`src/rtl/cpu_pkg.sv`:
```
// Shared types and constants for the 16-bit single-cycle CPU.
// Fetch FSM states and next-PC control bundle.
package cpu_pkg;

  localparam int DATA_W = 16;
  localparam logic [15:0] RESET_PC = 16'h0000;
  localparam int INSTR_BYTES = 2;

  typedef enum logic [1:0] {
    IDLE,
    FETCH,
    EXEC,
    HALTED
  } pc_state_t;

  typedef struct packed {
    logic halt;
    logic jump;
    logic branch;
  } pc_ctrl_t;

endpackage

```
`src/rtl/pc_next_sel.sv`:
```
// Next-PC selection: halt > jump > branch > sequential.
// Purely combinational; all arithmetic wraps modulo 2^DATA_W.
module pc_next_sel
  import cpu_pkg::*;
#(
  parameter int DATA_W = cpu_pkg::DATA_W
) (
  input  logic [DATA_W-1:0] pc,
  input  logic [DATA_W-1:0] branch_offset,
  input  logic [DATA_W-1:0] jump_addr,
  input  pc_ctrl_t          ctrl,
  output logic [DATA_W-1:0] next_pc,
  output logic [DATA_W-1:0] pc_plus2
);

  logic sel_halt;
  logic sel_jump;
  logic sel_br;
  logic sel_seq;

  logic [DATA_W-1:0] br_target;
  logic [DATA_W-1:0] jmp_target;

  assign pc_plus2   = pc + DATA_W'(INSTR_BYTES);
  assign br_target  = pc_plus2 + (branch_offset << 1);
  assign jmp_target = jump_addr & ~DATA_W'(1);

  // One-hot select so the decoder below is truly unique
  assign sel_halt = ctrl.halt;
  assign sel_jump = ctrl.jump & ~ctrl.halt;
  assign sel_br   = ctrl.branch & ~ctrl.jump & ~ctrl.halt;
  assign sel_seq  = ~ctrl.branch & ~ctrl.jump & ~ctrl.halt;

  always_comb begin
    next_pc = pc_plus2;
    unique case (1'b1)
      sel_halt: next_pc = pc;
      sel_jump: next_pc = jmp_target;
      sel_br:   next_pc = br_target;
      sel_seq:  next_pc = pc_plus2;
    endcase
  end

endmodule

```
`src/rtl/program_counter.sv`:
```
// PC register and req/ack fetch sequencer for the single-cycle CPU.
// Moore FSM: IDLE -> FETCH -> EXEC -> FETCH ... or HALTED.
module program_counter
  import cpu_pkg::*;
#(
  parameter int          DATA_W   = cpu_pkg::DATA_W,
  parameter logic [DATA_W-1:0] RESET_PC = cpu_pkg::RESET_PC
) (
  input  logic              clk,
  input  logic              rst_n,
  input  logic              Branch_out,
  input  logic [DATA_W-1:0] Branch_offset,
  input  logic              Jump,
  input  logic [DATA_W-1:0] Jump_addr,
  input  logic              Halt,
  output logic              imem_req,
  output logic [DATA_W-1:0] imem_addr,
  input  logic              imem_ack,
  input  logic [DATA_W-1:0] imem_rdata,
  output logic [DATA_W-1:0] Instr,
  output logic              instr_valid,
  output logic [DATA_W-1:0] PC,
  output logic [DATA_W-1:0] PC_plus2,
  output logic              halted
);

  pc_state_t state_q;
  pc_state_t state_d;

  logic [DATA_W-1:0] pc_q;
  logic [DATA_W-1:0] instr_q;
  logic [DATA_W-1:0] next_pc;
  logic              in_exec;
  logic              in_fetch;
  pc_ctrl_t          ctrl;

  assign in_exec  = (state_q == EXEC);
  assign in_fetch = (state_q == FETCH);

  // Controls only matter in EXEC; mask them elsewhere
  assign ctrl.halt   = Halt & in_exec;
  assign ctrl.jump   = Jump & in_exec;
  assign ctrl.branch = Branch_out & in_exec;

  pc_next_sel #(
    .DATA_W(DATA_W)
  ) u_next (
    .pc           (pc_q),
    .branch_offset(Branch_offset),
    .jump_addr    (Jump_addr),
    .ctrl         (ctrl),
    .next_pc      (next_pc),
    .pc_plus2     (PC_plus2)
  );

  always_ff @(posedge clk or negedge rst_n) begin
    if (!rst_n) begin
      state_q <= IDLE;
    end else begin
      state_q <= state_d;
    end
  end

  always_comb begin
    state_d = state_q;
    unique case (state_q)
      IDLE:   state_d = FETCH;
      FETCH:  if (imem_ack) state_d = EXEC;
      EXEC:   state_d = Halt ? HALTED : FETCH;
      HALTED: state_d = HALTED;
    endcase
  end

  always_ff @(posedge clk or negedge rst_n) begin
    if (!rst_n) begin
      pc_q <= RESET_PC;
    end else if (in_exec) begin
      pc_q <= next_pc;
    end
  end

  always_ff @(posedge clk or negedge rst_n) begin
    if (!rst_n) begin
      instr_q <= '0;
    end else if (in_fetch && imem_ack) begin
      instr_q <= imem_rdata;
    end
  end

  always_comb begin
    imem_req    = 1'b0;
    instr_valid = 1'b0;
    halted      = 1'b0;
    unique case (state_q)
      IDLE:   ;
      FETCH:  imem_req = 1'b1;
      EXEC:   instr_valid = 1'b1;
      HALTED: halted = 1'b1;
    endcase
  end

  assign imem_addr = pc_q;
  assign PC        = pc_q;
  assign Instr     = instr_q;

endmodule

```
`config.mk`:
```
export PLATFORM = sky130hd
export DESIGN_NAME = program_counter
export DESIGN_NICKNAME = d
export VERILOG_FILES = /design/src/rtl/cpu_pkg.sv /design/src/rtl/pc_next_sel.sv /design/src/rtl/program_counter.sv
export SDC_FILE = /design/constraint.sdc
export NUM_CORES = 1
export LEC_CHECK = 0
export BUFFER_PORTS_ARGS = -buffer_cell sky130_fd_sc_hd__buf_4
export CAP_MARGIN = 20
export CORE_MARGIN = 5
export CORE_UTILIZATION = 52
export CTS_BUF_LIST = sky130_fd_sc_hd__clkbuf_8
export DETAILED_ROUTE_END_ITERATION = 6
export GPL_TIMING_DRIVEN = 0
export HOLD_SLACK_MARGIN = 0.02
export PLACE_DENSITY = 0.95
export SETUP_SLACK_MARGIN = 0.4
export SYNTH_ARGS = -nofsm -noshare
export SYNTH_HDL_FRONTEND = slang
export SYNTH_SLANG_ARGS = --single-unit
```
`constraint.sdc`:
```
create_clock -name clk -period 5.1 [get_ports clk]
set_input_delay 0.51 -clock clk [delete_from_list [all_inputs] [get_ports clk]]
set_output_delay 0.51 -clock clk [all_outputs]
set_load 0.1 [all_outputs]
```
* Word level (Yosys, flattened, before mapping)
Cells that the tools add are included.
Storage, ports and cells: bits in registers 34, bits of input ports 54, logic and storage cells 30
Cells by class: add/sub/neg operators 2, eq/ne operators 4, muxes and demuxes 7, bitwise operators 11, reductions and logical operators 3
Operators by type and width (count):
- one-hot mux 16 bit (3 select lines) | 1
- adder 16 bit | 1
- adder 16 x 2 -> 16 bit (second input constant) | 1
- AND 1 bit | 8
- one-hot mux 2 bit (4 select lines) | 1
- equality test 2 bit (second input constant) | 2
- two-way mux 2 bit | 2
- two-way mux 1 bit | 3
- inverter 1 bit | 3
- equality test 2 x 1 -> 1 bit (second input constant) | 1
- logical NOT 2 bit | 1
- inequality test 2 bit (second input constant) | 1
- AND reduction 2 bit | 1
- logical AND 1 bit | 1

* Logic depth before layout (Yosys ltp)
depth after elaboration 6, mapped depth 12, mapped depth without buffers 12

* By module
A second synthesis with hierarchy kept.
Unflattened totals: cells, all modules 300, area, all modules 2945.3 sq um
Modules (own cells, without submodules):
- program_counter | instances 1, cells an instance 96, area an instance 1482.7 sq um, sequential area each 850.8 sq um
- pc_next_sel | instances 1, cells an instance 204, area an instance 1462.7 sq um, sequential area each 0.0 sq um

* Worst setup path after synthesis
OpenSTA, ideal clock, no wires.
path type register to register, from register pc_q[1], in the netlist PC[1], to register pc_q[15], in the netlist PC[15], setup time 0.071 ns, data arrival time 5.131 ns, required time 5.029 ns, setup slack -0.102 ns, cell stages (with the launch flop) 11, clock period less this slack 5.202 ns, cell sequence dfrtp_1 > ha_1 > nand3_4 > or4_1 > xnor2_1 > ha_1 > nor2b_1 > o21ai_0 > nand2b_1 > or4_1 > nand3_1
On the way: longest elaborated chain between the ends 3
Ends and longest elaborated chain:
- from (decl) | RTL line program_counter.sv:30 | logic [DATA_W-1:0] pc_q;
- from (signal assigned) | RTL line program_counter.sv:78 | pc_q <= next_pc;
- adder 16 x 2 -> 16 bit | RTL line pc_next_sel.sv:24 | assign pc_plus2 = pc + DATA_W'(INSTR_BYTES);
- named net PC_plus2[13] | RTL line program_counter.sv:23 | output logic [DATA_W-1:0] PC_plus2,
- adder 16 bit | RTL line pc_next_sel.sv:25 | assign br_target = pc_plus2 + (branch_offset << 1);
- one-hot mux 16 bit (3 select lines) | RTL line pc_next_sel.sv:36 | unique case (1'b1)
The timed path passes the listed nets, and every way through them passes these cells. A chain may end at the register's enable or synchronous reset.

* Final worst setup path
from register pc_q[5], in the netlist PC[5], to register pc_q[15], in the netlist PC[15]
On the way: longest elaborated chain between the ends 3
Ends and longest elaborated chain (RTL line):
- adder 16 x 2 -> 16 bit (*) | pc_next_sel.sv:24
- adder 16 bit | pc_next_sel.sv:25
- one-hot mux 16 bit (3 select lines) (*) | pc_next_sel.sv:36
Every way passes the cells marked *; elsewhere a longest branch is shown, timed or not.

==> flow_results.org <==
** Run status
- Result of the run :: completed

** Floorplan
- I/O pin total :: 121
- Die Span X :: 80.4 um
- The floorplan has 25 rows.
- Total core area :: 4750 sq um
- The floorplan step defined a die boundary enclosing 6470 sq um.
- Vertical die dimension :: 80.4 um
- The initial utilization of the core area, before any placement, comes to 54.2%.

** Timing
- Final sum of negative setup slack :: 0 ns
- Setup violations remaining at the end of the flow were counted as 0.
- Relative max-transition margin :: 44.7%
- Slew Limit Fails :: 0
- Static timing analysis puts the maximum clock frequency at 0.300 GHz.
- Number of hold violations in the final report :: 0
- The worst path in the final design needs a cycle of 3.33 ns, including I/O delays and setup.
- At the pin with the least slew margin, the transition time is 0.823 ns.
- After layout, the worst setup slack is 1.77 ns.
- Across the routed clock network, the largest skew measured is 0.00704 ns.
- Setup repair after global routing left no endpoint under its margin.
- In the finished design, the share of the clock period the worst path needs comes to 65.3%.

** Routing
- The detailed router placed 2945 vias in this run.
- Dividing the detail-routed wire length by the instance count gives 18.9 um.
- Final ANT Viol Nets :: 0
- The first detailed-routing pass took 6 iterations.
- Summed over all layers, the routed wires come to 9210 um.
- In the routed layout, each cell is associated on average with a via count of 6.06.
- Number of DRC violations after detailed-routing iteration 0 :: 236
- In the routed design, unresolved DRC markers number 0.

** CTS
- The longest clock path from root to sink contains 2 buffers.
- TritonCTS clock tree :: yes
- CTS H-tree depth :: 2
- Buffers inserted during clock tree synthesis total 5.
- Hold-fix buffer count after cts :: 0
- The number of gates resized after CTS was 0.
- Clock-pin slew was measured on the worst setup and hold paths at 0.07 ns.
- After clock tree synthesis, the setup repair step added 0 buffers.
- Clock sink count :: 33
- Root buf cell :: sky130_fd_sc_hd__clkbuf_8
- The clock reaches the later pin of the worst-skew pair after 0.29 ns.

** Synth
- The Yosys step of the flow raised 0 warnings.
- The most used flip-flop cell after synthesis is sky130_fd_sc_hd__dfrtp_1.
- Combined area of all synthesized cells :: 2580 sq um
- In the synthesized netlist the async set-or-reset flop fraction comes to 100%.
- The commonest cells after synthesis are sky130_fd_sc_hd__dfrtp_1 (33), sky130_fd_sc_hd__nand2_1 (26), sky130_fd_sc_hd__nor2_1 (25).
- Among all cell types in the netlist, the one instantiated most often is sky130_fd_sc_hd__dfrtp_1.
- Synthesis inferred 33 register bits.
- Post-synthesis cell count :: 295
- Sequential fraction of the synthesis area :: 32.0%
- Number of distinct library cell variants in the gate-level netlist after synthesis :: 48
- The biggest area contributor in the post-synthesis netlist is sky130_fd_sc_hd__dfrtp_1.
- Biggest area contributors in the synthesized netlist :: sky130_fd_sc_hd__dfrtp_1 (32%), sky130_fd_sc_hd__ha_1 (7.3%), sky130_fd_sc_hd__mux2_2 (7.0%)
- In this run the mean area of a mapped cell was 8.74 sq um.
- Fraction of synthesized cell area taken by the top area cell type :: 32.0%
- Yosys mapped a number of flops with a built-in enable equal to 0.

** Pwr
- Pleak :: 1.81 nW
- Across the VDD grid, the largest voltage drop is 0.463 mV.
- Power per cell area :: 619 nW/um^2

** Finish
- Once layout is complete, the utilization of the core stands at 78.0%.
- The final layout contains 488 nets.
- The repair_antennas step left the layout with diodes totalling 0.
- The filler cells instantiated in the layout total 322.
- Share of cells above drive strength 1 :: 39.9%
- Growth of design area from synthesis to finish :: 43.9%

** Placed design
- Once detailed placement completed, the half-perimeter wirelength came to 6770 um.
- Post-Place Worst Slack :: 1.93 ns
- Port Buffer Count :: 114
- Final weighted congestion in routability-driven placement :: 0.925

** GRT
- First-pass GRT wire length :: 14400 um
- Pin count of the biggest net entering global routing :: 34
- Antenna violations before repair :: 0
- Overall fraction of global-route tracks in use :: 28.9%
- Total grt overflow :: 0
- Via count of the first global-routing pass :: 2993

** Worst setup path
- Worst Setup Start Kind :: flip-flop
- CP endpoint kind :: flip-flop
- At the worst endpoint, the required time is 5.33 ns.
- In this run the worst path has a maximum fanout of 7.
- Crit path arrival time :: 3.56 ns
- Critical path start-end classification :: reg -> reg

** Hold path
- The path class of the tightest hold or removal check is in -> async.

** Run
- # Max-Cap Violations :: 0
==> report_power, final <==
part	internal [mW]	leakage, nW	switching (mW)
registers	0.330	0.397	0.0847
logic	0.381	1.35	1.24
clock network	0.157	0.0626	0.102
==> worst paths after layout <==
kind	from	to	slack (ns)	depth (start not counted)
setup / recovery	PC[5]	PC[15]	1.77	11
hold / removal	rst_n	state_q[1]	0.15	1
setup reg to reg	PC[5]	PC[15]	1.77	11
hold reg to reg	Instr[2]	Instr[2]	0.51	1
max in group asynchronous	rst_n	PC[5]	4.64	1
min in group clk	imem_rdata[9]	Instr[9]	0.45	2
==> registers in the layout (all words and copies together), names as in the netlist <==
register and flops:
Instr 16, PC 15, state_q 2
==> layout make-up <==
| cell class | count | area [sq um] | area share, % |
|---|---|---|---|
| well taps | 67 | 83.8 | 2.26 |
| plain buffers | 28 | 174 | 4.69 |
| clock inverters | 2 | 33.8 | 0.911 |
| repair buffers | 114 | 856 | 23.1 |
| multi-input cells | 226 | 1620 | 43.6 |
| clock buffers | 6 | 82.6 | 2.23 |
| flip-flops and latches | 33 | 826 | 22.3 |
| inverters | 10 | 37.5 | 1.01 |
==> cells in the final DEF (no fill, tap or decap), types with 3 or more instances in the layout <==
master | Yosys | layout
sky130_fd_sc_hd__nand2_1 | 26 | 26
sky130_fd_sc_hd__xnor2_1 | 11 | 6
sky130_fd_sc_hd__clkbuf_8 | 0 | 6
sky130_fd_sc_hd__nand3_1 | 12 | 12
sky130_fd_sc_hd__clkbuf_1 | 9 | 9
sky130_fd_sc_hd__o21ai_0 | 15 | 15
sky130_fd_sc_hd__nor2b_1 | 5 | 5
sky130_fd_sc_hd__xnor2_2 | 0 | 5
sky130_fd_sc_hd__a221oi_1 | 5 | 5
sky130_fd_sc_hd__o21ai_1 | 9 | 9
sky130_fd_sc_hd__nor2_1 | 25 | 25
sky130_fd_sc_hd__o21a_1 | 4 | 4
sky130_fd_sc_hd__mux2i_1 | 3 | 3
sky130_fd_sc_hd__mux2_2 | 16 | 16
sky130_fd_sc_hd__ha_1 | 15 | 15
sky130_fd_sc_hd__nor3_1 | 4 | 4
sky130_fd_sc_hd__and3_1 | 3 | 3
sky130_fd_sc_hd__dfrtp_1 | 33 | 33
sky130_fd_sc_hd__buf_4 | 18 | 132
sky130_fd_sc_hd__a22oi_1 | 4 | 4
sky130_fd_sc_hd__or3_1 | 3 | 3
sky130_fd_sc_hd__a222oi_1 | 3 | 3
sky130_fd_sc_hd__a21oi_1 | 17 | 17
sky130_fd_sc_hd__conb_1 | 1 | 3
sky130_fd_sc_hd__xor2_2 | 0 | 4
sky130_fd_sc_hd__xor2_1 | 8 | 4
sky130_fd_sc_hd__nand2b_1 | 4 | 4
sky130_fd_sc_hd__o22ai_1 | 3 | 3
sky130_fd_sc_hd__inv_1 | 10 | 11
==> worst max-delay path, cell delays in order, from the launching register on <==
cell                       delay [ns]
sky130_fd_sc_hd__dfrtp_1         0.57
sky130_fd_sc_hd__and3_1          0.25
sky130_fd_sc_hd__nand4_1         0.41
sky130_fd_sc_hd__nor2_1          0.40
sky130_fd_sc_hd__xnor2_1         0.21
sky130_fd_sc_hd__ha_1            0.31
sky130_fd_sc_hd__a21oi_1         0.17
sky130_fd_sc_hd__nor2b_1         0.06
sky130_fd_sc_hd__o21ai_0         0.16
sky130_fd_sc_hd__nand2b_1        0.12
sky130_fd_sc_hd__or4_1           0.49
sky130_fd_sc_hd__nand3_1         0.11
==> metal layers <==
layer / global-route usage (%) / up-vias / part of all wire [%]
met5: 0 / - / 0
met4: 14.2 / 0 / 4.2
met3: 7.51 / 46 / 11
met2: 50.7 / 222 / 51
met1: 32.2 / 1385 / 34
li1: - / 1292 / -
==> stage by stage <==
stage | hold slack (ns) | instance area (sq um) | total power [mW] | cells
3_3_place_gp | 0.472 | 3590 | 2.00 | 478
2_1_floorplan | 0.214 | 2650 | 1.68 | 297
6_report | 0.151 | 3710 | 2.30 | 486
5_1_grt | 0.186 | 3710 | 2.38 | 486
4_1_cts | 0.168 | 3710 | 2.29 | 486
3_5_place_dp | 0.479 | 3590 | 2.02 | 478
==> cell families after synthesis <==
| family | share of synthesized area [%] |
|---|---|
| buf+inv | 8.20 |
| flops | 32.0 |
| compound gates | 18.6 |
| xor+xnor | 6.45 |
| simple gates | 18.3 |
| fa+ha+maj | 8.05 |
| mux | 8.15 |
| other cells | 0.145 |
Power figures use the tool's default switching activity.
